### src/rtl/alu_seq_pkg.sv
// Shared encodings for the sequential ALU: aluop, funct, ALU ctl codes, FSM states.
// Pure declarations; no logic, no latency, no backpressure.
package alu_seq_pkg;

    typedef enum logic [1:0] {
        ALUOP_ADD   = 2'b00,
        ALUOP_SUB   = 2'b01,
        ALUOP_RTYPE = 2'b10,
        ALUOP_AND   = 2'b11
    } aluop_e;

    localparam logic [5:0] FN_ADD  = 6'b100000;
    localparam logic [5:0] FN_SUB  = 6'b100010;
    localparam logic [5:0] FN_SLT  = 6'b101010;
    localparam logic [5:0] FN_OR   = 6'b100101;
    localparam logic [5:0] FN_AND  = 6'b100100;
    localparam logic [5:0] FN_SLLV = 6'b000100;
    localparam logic [5:0] FN_SRLV = 6'b000110;

    typedef enum logic [2:0] {
        CTL_AND  = 3'b000,
        CTL_OR   = 3'b001,
        CTL_ADD  = 3'b010,
        CTL_SLLV = 3'b100,
        CTL_SRLV = 3'b101,
        CTL_SUB  = 3'b110,
        CTL_SLT  = 3'b111
    } ctl_e;

    typedef enum logic [1:0] {
        ST_IDLE  = 2'b00,
        ST_SHIFT = 2'b01,
        ST_DONE  = 2'b10
    } state_e;

endpackage

### src/rtl/alu_seq_if.sv
// Request/response bundle between the control FSM (master) and the ALU (slave).
// Wires only; start is honoured by the slave only while ready is high.
interface alu_seq_if #(
    parameter int WIDTH = 32
);
    logic             start;
    logic [1:0]       aluop;
    logic [5:0]       funct;
    logic [WIDTH-1:0] a;
    logic [WIDTH-1:0] b;
    logic             ready;
    logic             done;
    logic [WIDTH-1:0] result;
    logic             zero;
    logic             illegal;

    modport master (
        output start, aluop, funct, a, b,
        input  ready, done, result, zero, illegal
    );

    modport slave (
        input  start, aluop, funct, a, b,
        output ready, done, result, zero, illegal
    );
endinterface

### src/rtl/alu_seq_decode.sv
// ALU-control decode: (aluop, funct) -> ctl code, illegal flag, shift flag.
// Purely combinational, zero latency, no backpressure.
module alu_seq_decode
    import alu_seq_pkg::*;
(
    input  logic [1:0] aluop_i,
    input  logic [5:0] funct_i,
    output ctl_e       ctl_o,
    output logic       illegal_o,
    output logic       is_shift_o
);
    always_comb begin
        ctl_o      = CTL_ADD;
        illegal_o  = 1'b0;
        is_shift_o = 1'b0;
        unique case (aluop_i)
            ALUOP_ADD: ctl_o = CTL_ADD;
            ALUOP_SUB: ctl_o = CTL_SUB;
            ALUOP_AND: ctl_o = CTL_AND;
            default: begin
                case (funct_i)
                    FN_ADD:  ctl_o = CTL_ADD;
                    FN_SUB:  ctl_o = CTL_SUB;
                    FN_SLT:  ctl_o = CTL_SLT;
                    FN_OR:   ctl_o = CTL_OR;
                    FN_AND:  ctl_o = CTL_AND;
                    FN_SLLV: begin
                        ctl_o      = CTL_SLLV;
                        is_shift_o = 1'b1;
                    end
                    FN_SRLV: begin
                        ctl_o      = CTL_SRLV;
                        is_shift_o = 1'b1;
                    end
                    default: illegal_o = 1'b1;
                endcase
            end
        endcase
    end
endmodule

### src/rtl/alu_seq_unit.sv
// Registered ALU with start/done handshake; sllv/srlv iterate one bit per cycle
// unless ALU_SEQ_BARREL_EN is defined (barrel shifter, every op latency 1).
// Latency 1 (shift by n: n+1); ready low while busy, start ignored then.
module alu_seq_unit
    import alu_seq_pkg::*;
#(
    parameter int WIDTH   = 32,
    parameter int SHAMT_W = 5
) (
    input  logic        clk,
    input  logic        rst_n,
    alu_seq_if.slave    bus
);
    state_e               state_q, state_d;
    logic [WIDTH-1:0]     result_q, result_d;
    logic                 zero_q, zero_d;
    logic                 illegal_q, illegal_d;

    ctl_e                 dec_ctl;
    logic                 dec_illegal;
    logic                 dec_is_shift;
    logic [SHAMT_W-1:0]   shamt;

    alu_seq_decode u_decode (
        .aluop_i    (bus.aluop),
        .funct_i    (bus.funct),
        .ctl_o      (dec_ctl),
        .illegal_o  (dec_illegal),
        .is_shift_o (dec_is_shift)
    );

    assign shamt = bus.a[SHAMT_W-1:0];

    // Shift ctl codes fall through to b, which is the zero-amount shift result.
    function automatic logic [WIDTH-1:0] alu_eval(ctl_e ctl, logic [WIDTH-1:0] x, logic [WIDTH-1:0] y);
        case (ctl)
            CTL_ADD: alu_eval = x + y;
            CTL_SUB: alu_eval = x - y;
            CTL_AND: alu_eval = x & y;
            CTL_OR:  alu_eval = x | y;
            CTL_SLT: alu_eval = {{(WIDTH-1){1'b0}}, ($signed(x) < $signed(y))};
            default: alu_eval = y;
        endcase
    endfunction

`ifdef ALU_SEQ_BARREL_EN
    logic [WIDTH-1:0] shift_res;
    assign shift_res = (dec_ctl == CTL_SLLV) ? (bus.b << shamt) : (bus.b >> shamt);

    always_comb begin
        state_d   = state_q;
        result_d  = result_q;
        zero_d    = zero_q;
        illegal_d = illegal_q;
        case (state_q)
            ST_IDLE: begin
                if (bus.start) begin
                    result_d  = dec_illegal  ? '0 :
                                dec_is_shift ? shift_res : alu_eval(dec_ctl, bus.a, bus.b);
                    zero_d    = (result_d == '0);
                    illegal_d = dec_illegal;
                    state_d   = ST_DONE;
                end
            end
            default: state_d = ST_IDLE;
        endcase
    end
`else
    logic [WIDTH-1:0]   sreg_q, sreg_d;
    logic [SHAMT_W-1:0] cnt_q, cnt_d;
    ctl_e               ctl_q, ctl_d;
    logic [WIDTH-1:0]   sreg_step;

    assign sreg_step = (ctl_q == CTL_SLLV) ? (sreg_q << 1) : (sreg_q >> 1);

    always_comb begin
        state_d   = state_q;
        result_d  = result_q;
        zero_d    = zero_q;
        illegal_d = illegal_q;
        sreg_d    = sreg_q;
        cnt_d     = cnt_q;
        ctl_d     = ctl_q;
        case (state_q)
            ST_IDLE: begin
                if (bus.start) begin
                    ctl_d = dec_ctl;
                    if (!dec_illegal && dec_is_shift && (shamt != '0)) begin
                        sreg_d  = bus.b;
                        cnt_d   = shamt;
                        state_d = ST_SHIFT;
                    end else begin
                        result_d  = dec_illegal ? '0 : alu_eval(dec_ctl, bus.a, bus.b);
                        zero_d    = (result_d == '0);
                        illegal_d = dec_illegal;
                        state_d   = ST_DONE;
                    end
                end
            end
            ST_SHIFT: begin
                sreg_d = sreg_step;
                cnt_d  = cnt_q - 1'b1;
                if (cnt_q == 1) begin
                    result_d  = sreg_step;
                    zero_d    = (sreg_step == '0);
                    illegal_d = 1'b0;
                    state_d   = ST_DONE;
                end
            end
            default: state_d = ST_IDLE;
        endcase
    end

    always_ff @(posedge clk or negedge rst_n) begin
        if (!rst_n) begin
            sreg_q <= '0;
            cnt_q  <= '0;
            ctl_q  <= CTL_ADD;
        end else begin
            sreg_q <= sreg_d;
            cnt_q  <= cnt_d;
            ctl_q  <= ctl_d;
        end
    end
`endif

    always_ff @(posedge clk or negedge rst_n) begin
        if (!rst_n) begin
            state_q   <= ST_IDLE;
            result_q  <= '0;
            zero_q    <= 1'b0;
            illegal_q <= 1'b0;
        end else begin
            state_q   <= state_d;
            result_q  <= result_d;
            zero_q    <= zero_d;
            illegal_q <= illegal_d;
        end
    end

    assign bus.ready   = (state_q == ST_IDLE);
    assign bus.done    = (state_q == ST_DONE);
    assign bus.result  = result_q;
    assign bus.zero    = zero_q;
    assign bus.illegal = illegal_q;
endmodule

### src/flat_wrapper.sv
// flat-port wrapper written by rule: the top's interface ports become plain ports
module alu_seq_unit_flat import alu_seq_pkg::*;
#(
    parameter int WIDTH   = 32,
    parameter int SHAMT_W = 5
)
  (clk, rst_n, bus_start, bus_aluop, bus_funct, bus_a, bus_b, bus_ready, bus_done, bus_result, bus_zero, bus_illegal);
  alu_seq_if #(.WIDTH(WIDTH)) bus_i ();
  input  logic clk;
  input  logic rst_n;
  input wire logic [$bits(bus_i.start)-1:0] bus_start;
  input wire logic [$bits(bus_i.aluop)-1:0] bus_aluop;
  input wire logic [$bits(bus_i.funct)-1:0] bus_funct;
  input wire logic [$bits(bus_i.a)-1:0] bus_a;
  input wire logic [$bits(bus_i.b)-1:0] bus_b;
  output wire logic [$bits(bus_i.ready)-1:0] bus_ready;
  output wire logic [$bits(bus_i.done)-1:0] bus_done;
  output wire logic [$bits(bus_i.result)-1:0] bus_result;
  output wire logic [$bits(bus_i.zero)-1:0] bus_zero;
  output wire logic [$bits(bus_i.illegal)-1:0] bus_illegal;
  assign bus_i.start = bus_start;
  assign bus_i.aluop = bus_aluop;
  assign bus_i.funct = bus_funct;
  assign bus_i.a = bus_a;
  assign bus_i.b = bus_b;
  assign bus_ready = bus_i.ready;
  assign bus_done = bus_i.done;
  assign bus_result = bus_i.result;
  assign bus_zero = bus_i.zero;
  assign bus_illegal = bus_i.illegal;
  alu_seq_unit #(.WIDTH(WIDTH), .SHAMT_W(SHAMT_W)) u_core (.clk(clk), .rst_n(rst_n), .bus(bus_i));
endmodule
### config.mk
export PLATFORM = sky130hd
export DESIGN_NAME = alu_seq_unit_flat
export DESIGN_NICKNAME = d
export VERILOG_FILES = /design/src/rtl/alu_seq_pkg.sv /design/src/rtl/alu_seq_if.sv /design/src/rtl/alu_seq_decode.sv /design/src/rtl/alu_seq_unit.sv /design/src/flat_wrapper.sv
export SDC_FILE = /design/constraint.sdc
export NUM_CORES = 1
export LEC_CHECK = 0
export ABC_AREA = 1
export CORE_ASPECT_RATIO = 1.4
export CORE_MARGIN = 1.5
export CORE_UTILIZATION = 40
export CTS_CLUSTER_DIAMETER = 50
export DETAILED_ROUTE_END_ITERATION = 10
export SLEW_MARGIN = 20
export SYNTH_ARGS = -nofsm -noshare
export SYNTH_HDL_FRONTEND = slang
export SYNTH_SLANG_ARGS = --single-unit
### constraint.sdc
create_clock -name clk -period 2.5 [get_ports clk]
set_input_delay 0.375 -clock clk [delete_from_list [all_inputs] [get_ports clk]]
set_output_delay 0.375 -clock clk [all_outputs]
set_load 0.02 [all_outputs]
# ---- Word-level counts from Yosys, hierarchy flattened
# Cells that the tools add are included.
dict set report word_totals {
  regBits 76
  word_cells 85
}
dict set report classes {
  addsub 3
  order_cmp 1
  eq_ne 21
  mux 34
  bitwise_logic 2
  n_reduce_logical 17
}
# op n
set op_table {}
lappend op_table {{32-bit two-way mux} 10}
lappend op_table {{32-bit case mux with 5 select lines} 1}
lappend op_table {{32-bit case mux with 2 select lines} 2}
lappend op_table {{32-bit logical NOT} 2}
lappend op_table {{32-bit adder} 1}
lappend op_table {{32-bit AND} 1}
lappend op_table {{32-bit < comparator} 1}
lappend op_table {{32-bit bitwise OR} 1}
lappend op_table {{32-bit subtractor} 1}
lappend op_table {{6-bit == test (second input constant)} 5}
lappend op_table {{3-bit case mux with 6 select lines} 1}
lappend op_table {{6-bit by 3-bit == test with 1-bit output (second input constant)} 2}
lappend op_table {{1-bit two-way mux} 10}
lappend op_table {{5-bit two-way mux} 2}
lappend op_table {{5-bit case mux with 2 select lines} 1}
lappend op_table {{3-bit == test (second input constant)} 3}
lappend op_table {{3-bit case mux with 3 select lines} 1}
lappend op_table {{7-bit OR reduction} 1}
lappend op_table {{2-bit two-way mux} 3}
lappend op_table {{5-bit by 1-bit == test with 1-bit output (second input constant)} 1}
lappend op_table {{5-bit nonzero test} 1}
lappend op_table {{5-bit by 1-bit subtractor with 5-bit output (second input constant)} 1}
lappend op_table {{2-bit by 1-bit == test with 1-bit output (second input constant)} 2}
lappend op_table {{2-bit == test (second input constant)} 2}
lappend op_table {{other kinds (16)} 22}

# ---- Longest topological paths before layout
# Gate-level depths: netlist of the first run.
dict set report logic_depth {
  word_depth 15
  ltp_mapped 24
  ltp_nobuf 23
}

# ---- Hierarchy
# A second synthesis of the first run with hierarchy kept.
dict set report hier_totals {
  hier_cells 1952
  hier_area_um2 11079.4
}
# module n_inst cells_per_inst area_per_inst_um2
set by_module_without_submodules {}
lappend by_module_without_submodules {alu_seq_unit 1 1918 10903.0}
lappend by_module_without_submodules {alu_seq_decode 1 34 176.4}

# ---- Least setup slack after synthesis of the first run
# OpenSTA, ideal clock, no wires.
dict set report synth_timing {
  path_type {input to register}
  startpoint {input port bus_a[0]}
  endpoint {register u_core.zero_q, in the netlist u_core.bus.zero}
  setup_ps 77
  arrival_ps 2331
  required_time_ps 2423
  path_slack_ps 92
  stages 22
  path_cell_list {inv_1 -> ha_1 -> fa_1 -> nor2_1 -> nand2_1 -> nand3_1 -> nand2_1 -> nand2_1 -> nand2_1 -> nand2_1 -> nand2_1 -> nand2_1 -> nand2_1 -> nand3_1 -> nand2_1 -> nand2_1 -> nand2_1 -> nor2_1 -> nand2_1 -> nor2_1 -> nand3_1 -> a21oi_1}
}
dict set report synth_via {
  elab_chain_len 10
}
# item line
set synth_rtl {}
lappend synth_rtl {{from (decl)} flat_wrapper.sv:14} ;# input wire logic [$bits(bus_i.a)-1:0] bus_a;
lappend synth_rtl {{32-bit subtractor, or another cell as far along} alu_seq_unit.sv:38} ;# CTL_SUB: alu_eval = x - y;
lappend synth_rtl {{32-bit case mux with 5 select lines} alu_seq_unit.sv:36} ;# case (ctl)
lappend synth_rtl {{32-bit two-way mux} alu_seq_unit.sv:88} ;# if (!dec_illegal && dec_is_shift && (shamt != '0)) begin
lappend synth_rtl {{32-bit two-way mux} alu_seq_unit.sv:86} ;# if (bus.start) begin
lappend synth_rtl {{32-bit two-way mux} alu_seq_unit.sv:84} ;# case (state_q)
lappend synth_rtl {{32-bit two-way mux} alu_seq_unit.sv:93} ;# result_d = dec_illegal ? '0 : alu_eval(dec_ctl, bus.a, bus.b);
lappend synth_rtl {{32-bit logical NOT} alu_seq_unit.sv:94} ;# zero_d = (result_d == '0);
lappend synth_rtl {{1-bit two-way mux} alu_seq_unit.sv:88}
lappend synth_rtl {{1-bit two-way mux} alu_seq_unit.sv:86}
lappend synth_rtl {{1-bit case mux with 2 select lines} alu_seq_unit.sv:84}
lappend synth_rtl {{to (signal assigned)} alu_seq_unit.sv:136} ;# zero_q <= zero_d;
lappend synth_rtl {{to (decl)} alu_seq_unit.sv:16} ;# logic zero_q, zero_d;
# Parallel ways exist; a longest one is shown, timed or not. The select of a mux whose other input is x is not followed.
# A chain may end at the register's enable or synchronous reset.

# ---- Worst setup path in the final report of the first run
dict set report layout_timing {
  startpoint {input port bus_b[17]}
  endpoint {register u_core.zero_q, in the netlist u_core.bus.zero}
}
dict set report layout_via {
  elab_chain_len 10
}
# item line
set layout_rtl {}
lappend layout_rtl {{from (decl)} flat_wrapper.sv:15} ;# input wire logic [$bits(bus_i.b)-1:0] bus_b;
lappend layout_rtl {{32-bit subtractor, or another cell as far along} alu_seq_unit.sv:38}
lappend layout_rtl {{32-bit case mux with 5 select lines (*)} alu_seq_unit.sv:36}
lappend layout_rtl {{32-bit two-way mux (*)} alu_seq_unit.sv:88}
lappend layout_rtl {{32-bit two-way mux (*)} alu_seq_unit.sv:86}
lappend layout_rtl {{32-bit two-way mux (*)} alu_seq_unit.sv:84}
lappend layout_rtl {{32-bit two-way mux (*)} alu_seq_unit.sv:93}
lappend layout_rtl {{32-bit logical NOT (*)} alu_seq_unit.sv:94}
lappend layout_rtl {{1-bit two-way mux (*)} alu_seq_unit.sv:88}
lappend layout_rtl {{1-bit two-way mux (*)} alu_seq_unit.sv:86}
lappend layout_rtl {{1-bit case mux with 2 select lines (*)} alu_seq_unit.sv:84}
# Mark *: on every way between the ends. The rest lies on a longest branch, timed or not. The select of a mux whose other input is x is not followed.

==> summary.md, run 1 <==
| Metric | Value |
|---|---|
| Worst clock skew on the final layout | `5.77 ps` |
| Post-synth top flop | `sky130_fd_sc_hd__dfrtp_1` |
| Top routing layer used | `met4` |
| Clock net sink count | `76` |
| Layout area overhead | `62.7%` |
| Share of synthesized registers carrying an async set or reset | `1.00` |
| 1st-pass router iterations | `7` |
| Detailed-route wire length per cell | `17.2 um` |
| Wl on met1 | `20500 um` |
| Antenna violation net count after detailed routing | `0` |
| Critical path's largest stage delay | `300 ps` |
| Clock insertion delay at the later pin of the skew report | `350 ps` |
| RSZ-0062 raised after global routing | `true` |
| Die area | `0.0295 mm^2` |
| Flip-flop and latch count after synthesis | `76` |
| Most common cell type on the critical path | `sky130_fd_sc_hd__nand2_1` |
| Category of the most critical setup path | `input port to flop` |
| Share of total power consumed by net switching | `0.452` |
| Placeable core region | `0.0278 mm^2` |
| Worst relative slew slack | `0.507` |
| Adder-Cell Fraction of Synth Area | `0.128` |
| Ant diodes | `0` |
| Number of top-level design ports | `111` |
| Min cycle time layout | `2500 ps` |
| IO Port Bufs | `110` |
| CTS Root Cell | `sky130_fd_sc_hd__clkbuf_16` |
| Mapped Nets | `2212` |
| Slew @ Worst Pin | `731 ps` |
| Final Instance Area | `0.0185 mm^2` |
| Number of buffers and inverters on the critical path | `4` |
| Portion of the post-synthesis area used by sequential elements | `0.167` |
| Final hold violation count | `0` |
| Fraction of final layout cells with drive strength greater than 1 | `0.402` |
| CP max FO | `5` |
| Static power due to leakage | `9.95 nW` |
| Max clock buf depth | `2` |
| WL met2 | `23800 um` |
| Power Density | `537 mW/mm^2` |
| Clock slew at the register clock pins of the worst setup and hold paths | `60 ps` |
| Worst path required time | `2780 ps` |
| Final core utilization | `0.665` |
| First-pass GRT wire length | `78200 um` |
| Effective utilization at floorplan | `0.409` |
| Fmax | `400 MHz` |
| Number of rows created at floorplan | `72` |
| Final wirelength | `50400 um` |
| Routed wl met3 | `3060 um` |
| Routed vias/inst | `5.16` |
| Setup violation total in the final timing report | `0` |
| Final nets | `2739` |
| Die Y-Extent | `203 um` |
| DR iter-0 viols | `817` |
| Proportion of synthesized area in mux cells | `0` |
| Peak supply drop | `0.411 mV` |
| Leftover overflow at the end of global routing | `0` |
| Worst path slowest cell | `sky130_fd_sc_hd__ha_4` |
| Run status | `finished, final reports clean` |
| TritonCTS clock tree | `built` |
| Internal power component | `5.46 mW` |
| Sequential power share | `0.224` |
| Clock share of power | `0.135` |
| Vias in the first global route | `15000` |
| Number of distinct library cells after synthesis | `40` |
| Final slew viol count | `0` |
| Number of synthesized flops with an enable pin | `0` |
| Synthesized area divided by synthesized cell count | `5.63 um^2` |
| Final worst-path cycle share | `0.999` |
| Remaining design rule violation count | `0` |
| GRT Overall Usage | `0.336` |
| Synthesized instance count | `2022` |
| Endpoint arrival time on the critical path | `2780 ps` |
| Number of buffers created by CTS | `9` |
| Area fraction in and, or, nand and nor cells after synthesis | `0.414` |
| Sequence of cells on the critical path | `clkdlybuf4s15_2 > inv_2 > ha_4 > buf_6 > inv_1 > nand2_2 > nand2_1 > nand2_1 > nand2_2 > nand2_1 > nand2_2 > a21oi_4 > nand3_2 > nand3_1 > nand2_1 > nand2_2 > nand2_1 > nor2_1 > nand2_1 > nor2_1 > nand3_1 > a21oi_2` |
| Initial antenna violation count | `0` |
| Instance area after placement | `0.0157 mm^2` |
| Combinational family with the most area after synthesis | `simple AND/OR/NAND/NOR gates` |
| Startpoint class of the critical path | `input port` |
| Post-route insts no fill | `2924` |
| Pin count of the biggest net entering global routing | `63` |
| Xor and xnor fraction of the mapped netlist area | `0.0169` |
| Proportion of power drawn by combinational gates | `0.641` |
| H-tree depth reported by CTS | `3` |
| Post-synth design cell area | `0.0114 mm^2` |
| Max-cap violations | `0` |
| Yosys warning count | `0` |
| Estimated wirelength of the detail-placed design | `39900 um` |
| Compound-Gate Fraction of Synth Area | `0.120` |
| Vias | `15100` |
| Placer Congestion | `1.00` |
| Die boundary width | `146 um` |
| Worst hold-check path type | `input port to async pin` |
| Placed instance count | `2824` |
| Endpoint class of the critical path | `flop` |
| Gate family responsible for the most delay along the worst path | `simple AND/OR/NAND/NOR gates` |
| Switching Power | `4.49 mW` |
cells in the mapped netlist (7+ instances only):
library cell,n,area share
sky130_fd_sc_hd__a21oi_1,83,0.036
sky130_fd_sc_hd__a31oi_1,36,0.020
sky130_fd_sc_hd__buf_2,41,0.018
sky130_fd_sc_hd__clkbuf_1,28,0.0092
sky130_fd_sc_hd__dfrtp_1,75,0.16
sky130_fd_sc_hd__ha_1,113,0.12
sky130_fd_sc_hd__inv_1,362,0.12
sky130_fd_sc_hd__nand2_1,610,0.20
sky130_fd_sc_hd__nand3_1,169,0.074
sky130_fd_sc_hd__nand3b_1,19,0.013
sky130_fd_sc_hd__nand4_1,25,0.014
sky130_fd_sc_hd__nor2_1,215,0.071
sky130_fd_sc_hd__nor3_1,18,0.0079
sky130_fd_sc_hd__o21ai_0,113,0.050
sky130_fd_sc_hd__o21ai_1,8,0.0035
sky130_fd_sc_hd__o21bai_1,7,0.0046
sky130_fd_sc_hd__or2_2,27,0.015
sky130_fd_sc_hd__xor2_1,22,0.017
flip-flops by register name, summed over array words and instances, names as in the netlist:
| name | flops |
|---|---|
| u_core.bus.illegal | 1 |
| u_core.bus.result | 32 |
| u_core.bus.zero | 1 |
| u_core.sreg_q | 32 |
| u_core.ctl_q | 3 |
| u_core.cnt_q | 5 |
| u_core.state_q | 2 |
metal layers:
layer | global-route usage | vias up
li1 | - | 7347
met1 | 0.414 | 7005
met2 | 0.575 | 550
met3 | 0.0384 | 172
met4 | 0.178 | 0
met5 | 0 | -
metrics by stage:
stage	TNS (ps)	setup WS (ps)	power [mW]	hold slack [ps]
floorplan	0	91.6	5.17	79.4
global placement	-41780	-957	7.69	411
detailed placement	-42740	-958	7.78	415
CTS	0	0.481	9.63	45.8
global route	-143	-116	10.7	62.7
finish	0	1.96	9.95	8.52
power groups by stage:
stage / sequential (mW) / clock [mW] / combinational, mW
2_1_floorplan: 2.48 / 0 / 2.68
3_3_place_gp: 2.22 / 0 / 5.47
3_5_place_dp: 2.24 / 0 / 5.54
4_1_cts: 2.23 / 1.37 / 6.03
5_1_grt: 2.30 / 1.42 / 6.95
6_report: 2.22 / 1.35 / 6.38
repair_timing:
| item | in CTS | in global routing |
|---|---|---|
| endpoints found under the setup margin | 72 | 20 |
| gates cloned | 1 | 0 |
| hold buffers | 0 | 0 |
| pin swaps | 130 | 134 |
| gates resized for setup | 502 | 276 |
| buffers inserted | 44 | 39 |
placed cells by master (no fill, tap or decap), drive strengths merged, types with 2 or more instances in the layout:
| master | netlist | routed |
|---|---|---|
| and2 | 3 | 3 |
| xor2 | 22 | 22 |
| inv | 367 | 367 |
| nor2 | 222 | 222 |
| nand2 | 614 | 614 |
| or2 | 27 | 27 |
| nand4 | 25 | 25 |
| ha | 113 | 113 |
| o21ai | 122 | 122 |
| clkdlybuf4s15 | 0 | 10 |
| a31oi | 36 | 36 |
| o21bai | 7 | 7 |
| dfrtp | 75 | 75 |
| dlygate4sd2 | 0 | 15 |
| dlymetal6s2s | 0 | 2 |
| fa | 2 | 2 |
| a211oi | 3 | 3 |
| buf | 47 | 487 |
| clkinv | 1 | 3 |
| and3 | 3 | 3 |
| nor3 | 19 | 19 |
| nand3b | 19 | 19 |
| nor4 | 6 | 6 |
| clkdlybuf4s50 | 0 | 37 |
| nand3 | 173 | 173 |
| a21oi | 84 | 84 |
| clkbuf | 28 | 51 |
worst register-to-register path, stage by stage, from the launching register on:
cell and delay (ps):
sky130_fd_sc_hd__dfstp_2 530, sky130_fd_sc_hd__nor2_1 40, sky130_fd_sc_hd__nand2_1 100, sky130_fd_sc_hd__buf_12 240
sky130_fd_sc_hd__nand2_1 100, sky130_fd_sc_hd__o21ai_0 110, sky130_fd_sc_hd__nand4_1 160, sky130_fd_sc_hd__nor4_1 500
sky130_fd_sc_hd__a31oi_1 290, sky130_fd_sc_hd__a21oi_2 190
final timing paths:
| path | startpoint | end | slack, ps | depth (start not counted) |
|---|---|---|---|---|
| worst max-delay path | bus_b[17] | u_core.bus.zero | 2 | 22 |
| worst min-delay path | rst_n | u_core.cnt_q[3] | 9 | 1 |
| worst max register to register | u_core.ctl_q[1] | u_core.bus.zero | 180 | 9 |
| worst min register to register | u_core.bus.result[0] | u_core.bus.result[0] | 470 | 2 |
| max in group asynchronous | rst_n | u_core.sreg_q[24] | 1720 | 2 |
| min in group clk | bus_b[4] | u_core.sreg_q[4] | 450 | 4 |
cells by family (layout without fill, tap and decap cells):
family / Yosys count / in the layout
AND/OR/NAND/NOR: 1111 / 1111
flip-flops: 76 / 76
buffers and inverters: 443 / 975
XOR/XNOR: 22 / 22
AO/OA/AOI/OAI: 255 / 255
adder cells (fa/ha/maj): 115 / 115
cell type report:
cell class | count | area, um^2
multi-input cells | 1503 | 9570
fillers | 2561 | 9310
repair buffers | 591 | 4880
flip-flops and latches | 76 | 1900
inverters | 368 | 1400
well taps | 370 | 463
clock buffers | 12 | 256
clock inverters | 4 | 47.5
Note: power is estimated with default switching activity, not from simulation.
==> run 2, diff against run 1 <==
--- a/config.mk
+++ b/config.mk
@@ -6,11 +6,14 @@
 export NUM_CORES = 1
 export LEC_CHECK = 0
 export ABC_AREA = 1
+export CELL_PAD_IN_SITES_DETAIL_PLACEMENT = 1
+export CELL_PAD_IN_SITES_GLOBAL_PLACEMENT = 1
 export CORE_ASPECT_RATIO = 1.4
 export CORE_MARGIN = 1.5
 export CORE_UTILIZATION = 40
 export CTS_CLUSTER_DIAMETER = 50
 export DETAILED_ROUTE_END_ITERATION = 10
+export PLACE_DENSITY_LB_ADDON = 0.1
 export SLEW_MARGIN = 20
 export SYNTH_ARGS = -nofsm -noshare
 export SYNTH_HDL_FRONTEND = slang
==> run 2 against run 1 <==
- the run now fails in global routing
- synthesized cell count is the same
- area after synthesis stayed put
==> summary.md, run 2 <==
| Metric | Value |
|---|---|
| Post-synth top flop | `sky130_fd_sc_hd__dfrtp_1` |
| Effective utilization at floorplan | `0.409` |
| IO Port Bufs | `110` |
| Number of distinct library cells after synthesis | `40` |
| Number of synthesized flops with an enable pin | `0` |
| Max clock buf depth | `2` |
| First Err | `[ERROR GRT-0116] Global routing finished with congestion. Check the congestion regions in the DRC Viewer.` |
| Clock net sink count | `76` |
| Most numerous cell in the Yosys netlist | `sky130_fd_sc_hd__nand2_1` |
| CTS Root Cell | `sky130_fd_sc_hd__clkbuf_16` |
| Exit stage | `global routing` |
| Run status | `stopped before the end` |
| Number of top-level design ports | `111` |
| Yosys warning count | `0` |
| Number of rows created at floorplan | `72` |
| Number of buffers created by CTS | `9` |
| Share of synthesized registers carrying an async set or reset | `1.00` |
| GRT Overall Usage | `0.607` |
| Die boundary width | `146 um` |
| Ranking of synthesized cells by area | `sky130_fd_sc_hd__nand2_1 (20%), sky130_fd_sc_hd__dfrtp_1 (16%), sky130_fd_sc_hd__ha_1 (12%)` |
| Top-area cell type share of the netlist area | `0.201` |
| Placement Setup Slack | `-1180 ps` |
| Portion of the post-synthesis area used by sequential elements | `0.167` |
| Pin count of the biggest net entering global routing | `63` |
| Synthesized instance count | `2022` |
| Synthesized area divided by synthesized cell count | `5.63 um^2` |
| Die Y-Extent | `203 um` |
| Leading cell types by count after synthesis | `sky130_fd_sc_hd__nand2_1 (610), sky130_fd_sc_hd__inv_1 (362), sky130_fd_sc_hd__nor2_1 (215), sky130_fd_sc_hd__nand3_1 (169)` |
| Post-synth design cell area | `0.0114 mm^2` |
| Vias in the first global route | `22500` |
| Area leader, netlist | `sky130_fd_sc_hd__nand2_1` |
| Leftover overflow at the end of global routing | `10` |
| Placer Congestion | `1.01` |
| H-tree depth reported by CTS | `3` |
| Mapped Nets | `2212` |
| First-pass GRT wire length | `135000 um` |
| Flip-flop and latch count after synthesis | `76` |
| Estimated wirelength of the detail-placed design | `49700 um` |
run 2: cell families after synthesis:
| family | synth area share |
|---|---|
| DFF | 0.167 |
| xor gates and xnor gates | 0.0169 |
| adders and majority gates | 0.128 |
| buffers and inverters | 0.154 |
| AOI/OAI and AO/OA | 0.120 |
| and+or+nand+nor | 0.414 |
run 2: per-layer routing:
layer | overflow | track usage
met1 | 1 | 0.571
met2 | 2 | 0.914
met3 | 0 | 0.294
met4 | 7 | 0.672
met5 | 0 | 0.0500
run 2: timing repair:
item | in CTS
buffers inserted | 64
resized for setup | 693
gates cloned | 2
setup endpoints to repair | 39
endpoints found under the hold margin | 16
pin swaps | 174
hold buffers | 1
run 2: stage by stage:
step,utilization,setup TNS [ps],hold slack (ps),instances,instance area [um^2]
floorplan,-,0,79.4,2022,11400
global placement,0.571,-27140,375,2846,15900
detailed placement,0.571,-35650,379,2846,15900
CTS,0.669,0,477,2926,18600
==> run 3, diff against run 2 <==
--- a/config.mk
+++ b/config.mk
@@ -6,14 +6,10 @@
 export NUM_CORES = 1
 export LEC_CHECK = 0
 export ABC_AREA = 1
-export CELL_PAD_IN_SITES_DETAIL_PLACEMENT = 1
-export CELL_PAD_IN_SITES_GLOBAL_PLACEMENT = 1
-export CORE_ASPECT_RATIO = 1.4
 export CORE_MARGIN = 1.5
-export CORE_UTILIZATION = 40
-export CTS_CLUSTER_DIAMETER = 50
+export CORE_UTILIZATION = 25
 export DETAILED_ROUTE_END_ITERATION = 10
-export PLACE_DENSITY_LB_ADDON = 0.1
+export PLACE_DENSITY_LB_ADDON = 0.15
 export SLEW_MARGIN = 20
 export SYNTH_ARGS = -nofsm -noshare
 export SYNTH_HDL_FRONTEND = slang
==> run 3 against run 2 <==
- the flow now finishes without violations
==> summary.md, run 3 (same netlist as run 1, synthesis figures left out) <==
| Metric | Value |
|---|---|
| Slack of the worst reg-to-reg path | `280 ps` |
| Category of the most critical setup path | `input port to flop` |
| First-pass GRT wire length | `84400 um` |
| Slew @ Worst Pin | `746 ps` |
| Effective utilization at floorplan | `0.252` |
| Peak supply drop | `0.461 mV` |
| Clock net sink count | `76` |
| Leftover overflow at the end of global routing | `0` |
| Final nets | `2774` |
| Run status | `finished, final reports clean` |
| Remaining design rule violation count | `0` |
| Worst hold slack after final layout | `14.7 ps` |
| Die boundary width | `216 um` |
| Setup violation total in the final timing report | `0` |
| Placeable core region | `0.0452 mm^2` |
| Vias in the first global route | `14700` |
| Number of buffers created by CTS | `9` |
| Max-cap violations | `0` |
| Fraction of met3 tracks used by global routing | `0.0230` |
| Most frequent standard cell in the layout excluding fill and tap cells | `sky130_fd_sc_hd__nand2_1` |
| Ant diodes | `0` |
| GRT busiest layer | `met2` |
| Reg2Reg Capture Point | `u_core.bus.zero` |
| Static power due to leakage | `10.1 nW` |
| Estimated wirelength of the detail-placed design | `45300 um` |
| CTS Root Cell | `sky130_fd_sc_hd__clkbuf_16` |
| Worst path required time | `2780 ps` |
| Vias | `14700` |
| Number of rows created at floorplan | `78` |
| Final core utilization | `0.428` |
| Top library cells by usage in the layout, fill and taps aside | `sky130_fd_sc_hd__nand2_1 (471), sky130_fd_sc_hd__buf_4 (451), sky130_fd_sc_hd__inv_1 (271)` |
| Pin count of the biggest net entering global routing | `63` |
| Endpoint arrival time on the critical path | `2770 ps` |
| Worst clock skew on the final layout | `5.64 ps` |
| Final wirelength | `55300 um` |
| Worst Reg-to-Reg Cells | `9` |
| Final slew viol count | `0` |
| Fmax | `401 MHz` |
| Routed vias/inst | `4.60` |
| Start point of the critical path | `bus_b[14]` |
| Min cycle time layout | `2490 ps` |
| Grt met2 use | `0.389` |
| Die area | `0.0468 mm^2` |
| Worst relative slew slack | `0.497` |
| H-tree depth reported by CTS | `3` |
| Overall power after layout | `10.1 mW` |
| Max clock buf depth | `2` |
| Die Y-Extent | `216 um` |
| Worst hold-check path type | `input port to async pin` |
| Power Density | `524 mW/mm^2` |
| R2r startpoint | `u_core.ctl_q[1]` |
| Initial antenna violation count | `2` |
| Endpoint class of the critical path | `flop` |
| Antenna violation net count after detailed routing | `0` |
| Number of top-level design ports | `111` |
| TritonCTS clock tree | `built` |
| Worst setup path end | `u_core.bus.zero` |
| CP max FO | `6` |
| DR iter-0 viols | `793` |
| Detailed-route wire length per cell | `17.4 um` |
| Layout area overhead | `69.8%` |
| Clock slew at the register clock pins of the worst setup and hold paths | `60 ps` |
| Placer Congestion | `0.989` |
| Fraction of final layout cells with drive strength greater than 1 | `0.424` |
| Startpoint class of the critical path | `input port` |
| Accumulated negative setup slack | `0 ps` |
| Clock insertion delay at the later pin of the skew report | `350 ps` |
| Final hold violation count | `0` |
| RSZ-0062 raised after global routing | `true` |
| Final worst-path cycle share | `0.997` |
| GRT Overall Usage | `0.236` |
| Global Route met1 Usage | `0.328` |
| 1st-pass router iterations | `5` |
| IO Port Bufs | `110` |
==> run 3: how the worst min path moves through the flow <==
stage / from / slack [ps] / end / cells past startpoint
2_1_floorplan: rst_n / 80 / u_core.bus.illegal / 0
4_1_cts: rst_n / 30 / u_core.state_q[1] / 1
5_1_grt: rst_n / 60 / u_core.bus.result[1] / 1
3_3_place_gp: rst_n / 410 / u_core.bus.illegal / 1
6_report: rst_n / 10 / u_core.state_q[1] / 1
3_5_place_dp: rst_n / 410 / u_core.state_q[1] / 1
==> run 3: layout make-up <==
type                            count  area (um^2)
Clock buffer                       11          233
Fill cell                        4778        25800
Tap cell                          600          751
Inverter                          368         1400
Sequential cell                    76         1900
Timing Repair Buffer              625         5180
Multi-Input combinational cell   1504         9820
Clock inverter                      5         52.6
==> run 3: critical path, cell delays in order <==
cell,delay (ps)
sky130_fd_sc_hd__clkbuf_4,160
sky130_fd_sc_hd__inv_2,60
sky130_fd_sc_hd__ha_4,260
sky130_fd_sc_hd__buf_6,140
sky130_fd_sc_hd__nand2_1,50
sky130_fd_sc_hd__nand2_1,110
sky130_fd_sc_hd__inv_1,80
sky130_fd_sc_hd__nand2_1,100
sky130_fd_sc_hd__a21oi_4,170
sky130_fd_sc_hd__buf_4,130
sky130_fd_sc_hd__nand3_1,60
sky130_fd_sc_hd__nand3_1,100
sky130_fd_sc_hd__nand4_1,260
sky130_fd_sc_hd__nand2_1,140
sky130_fd_sc_hd__nand2_1,60
sky130_fd_sc_hd__nor2_1,100
sky130_fd_sc_hd__nand2_1,70
sky130_fd_sc_hd__nor2_2,120
sky130_fd_sc_hd__nand3_2,90
sky130_fd_sc_hd__a21oi_2,120
==> run 3: per-stage QoR <==
stage / cells / worst slack, ps / area [um^2]
floorplan: 2022 / 91.6 / 11400
global placement: 3078 / -1120 / 16200
detailed placement: 3078 / -1130 / 16200
CTS: 3165 / -12.3 / 18600
global route: 3189 / -218 / 19300
finish: 3189 / 6.64 / 19300
==> run 3: power breakdown <==
group          total (mW)  switching [mW]  internal, mW  leakage (nW)
Combinational        6.58            3.71          2.87          9.09
Sequential           2.24           0.389          1.85         0.902
Clock                1.30           0.535         0.769         0.139
==> run 3: timing repair <==
action	4_1_cts	5_1_grt
gates cloned	1	0
buffers inserted	70	24
setup endpoints to repair	64	28
gates resized for setup	624	236
hold buffers	0	0
pin swaps	137	154
==> run 3: metal layers <==
metal,vias to the layer above,routed length (um),share of wire
met5,-,0,0
met4,0,1180,0.021
met3,42,2510,0.045
met2,314,25500,0.46
met1,6887,26100,0.47
li1,7413,-,-
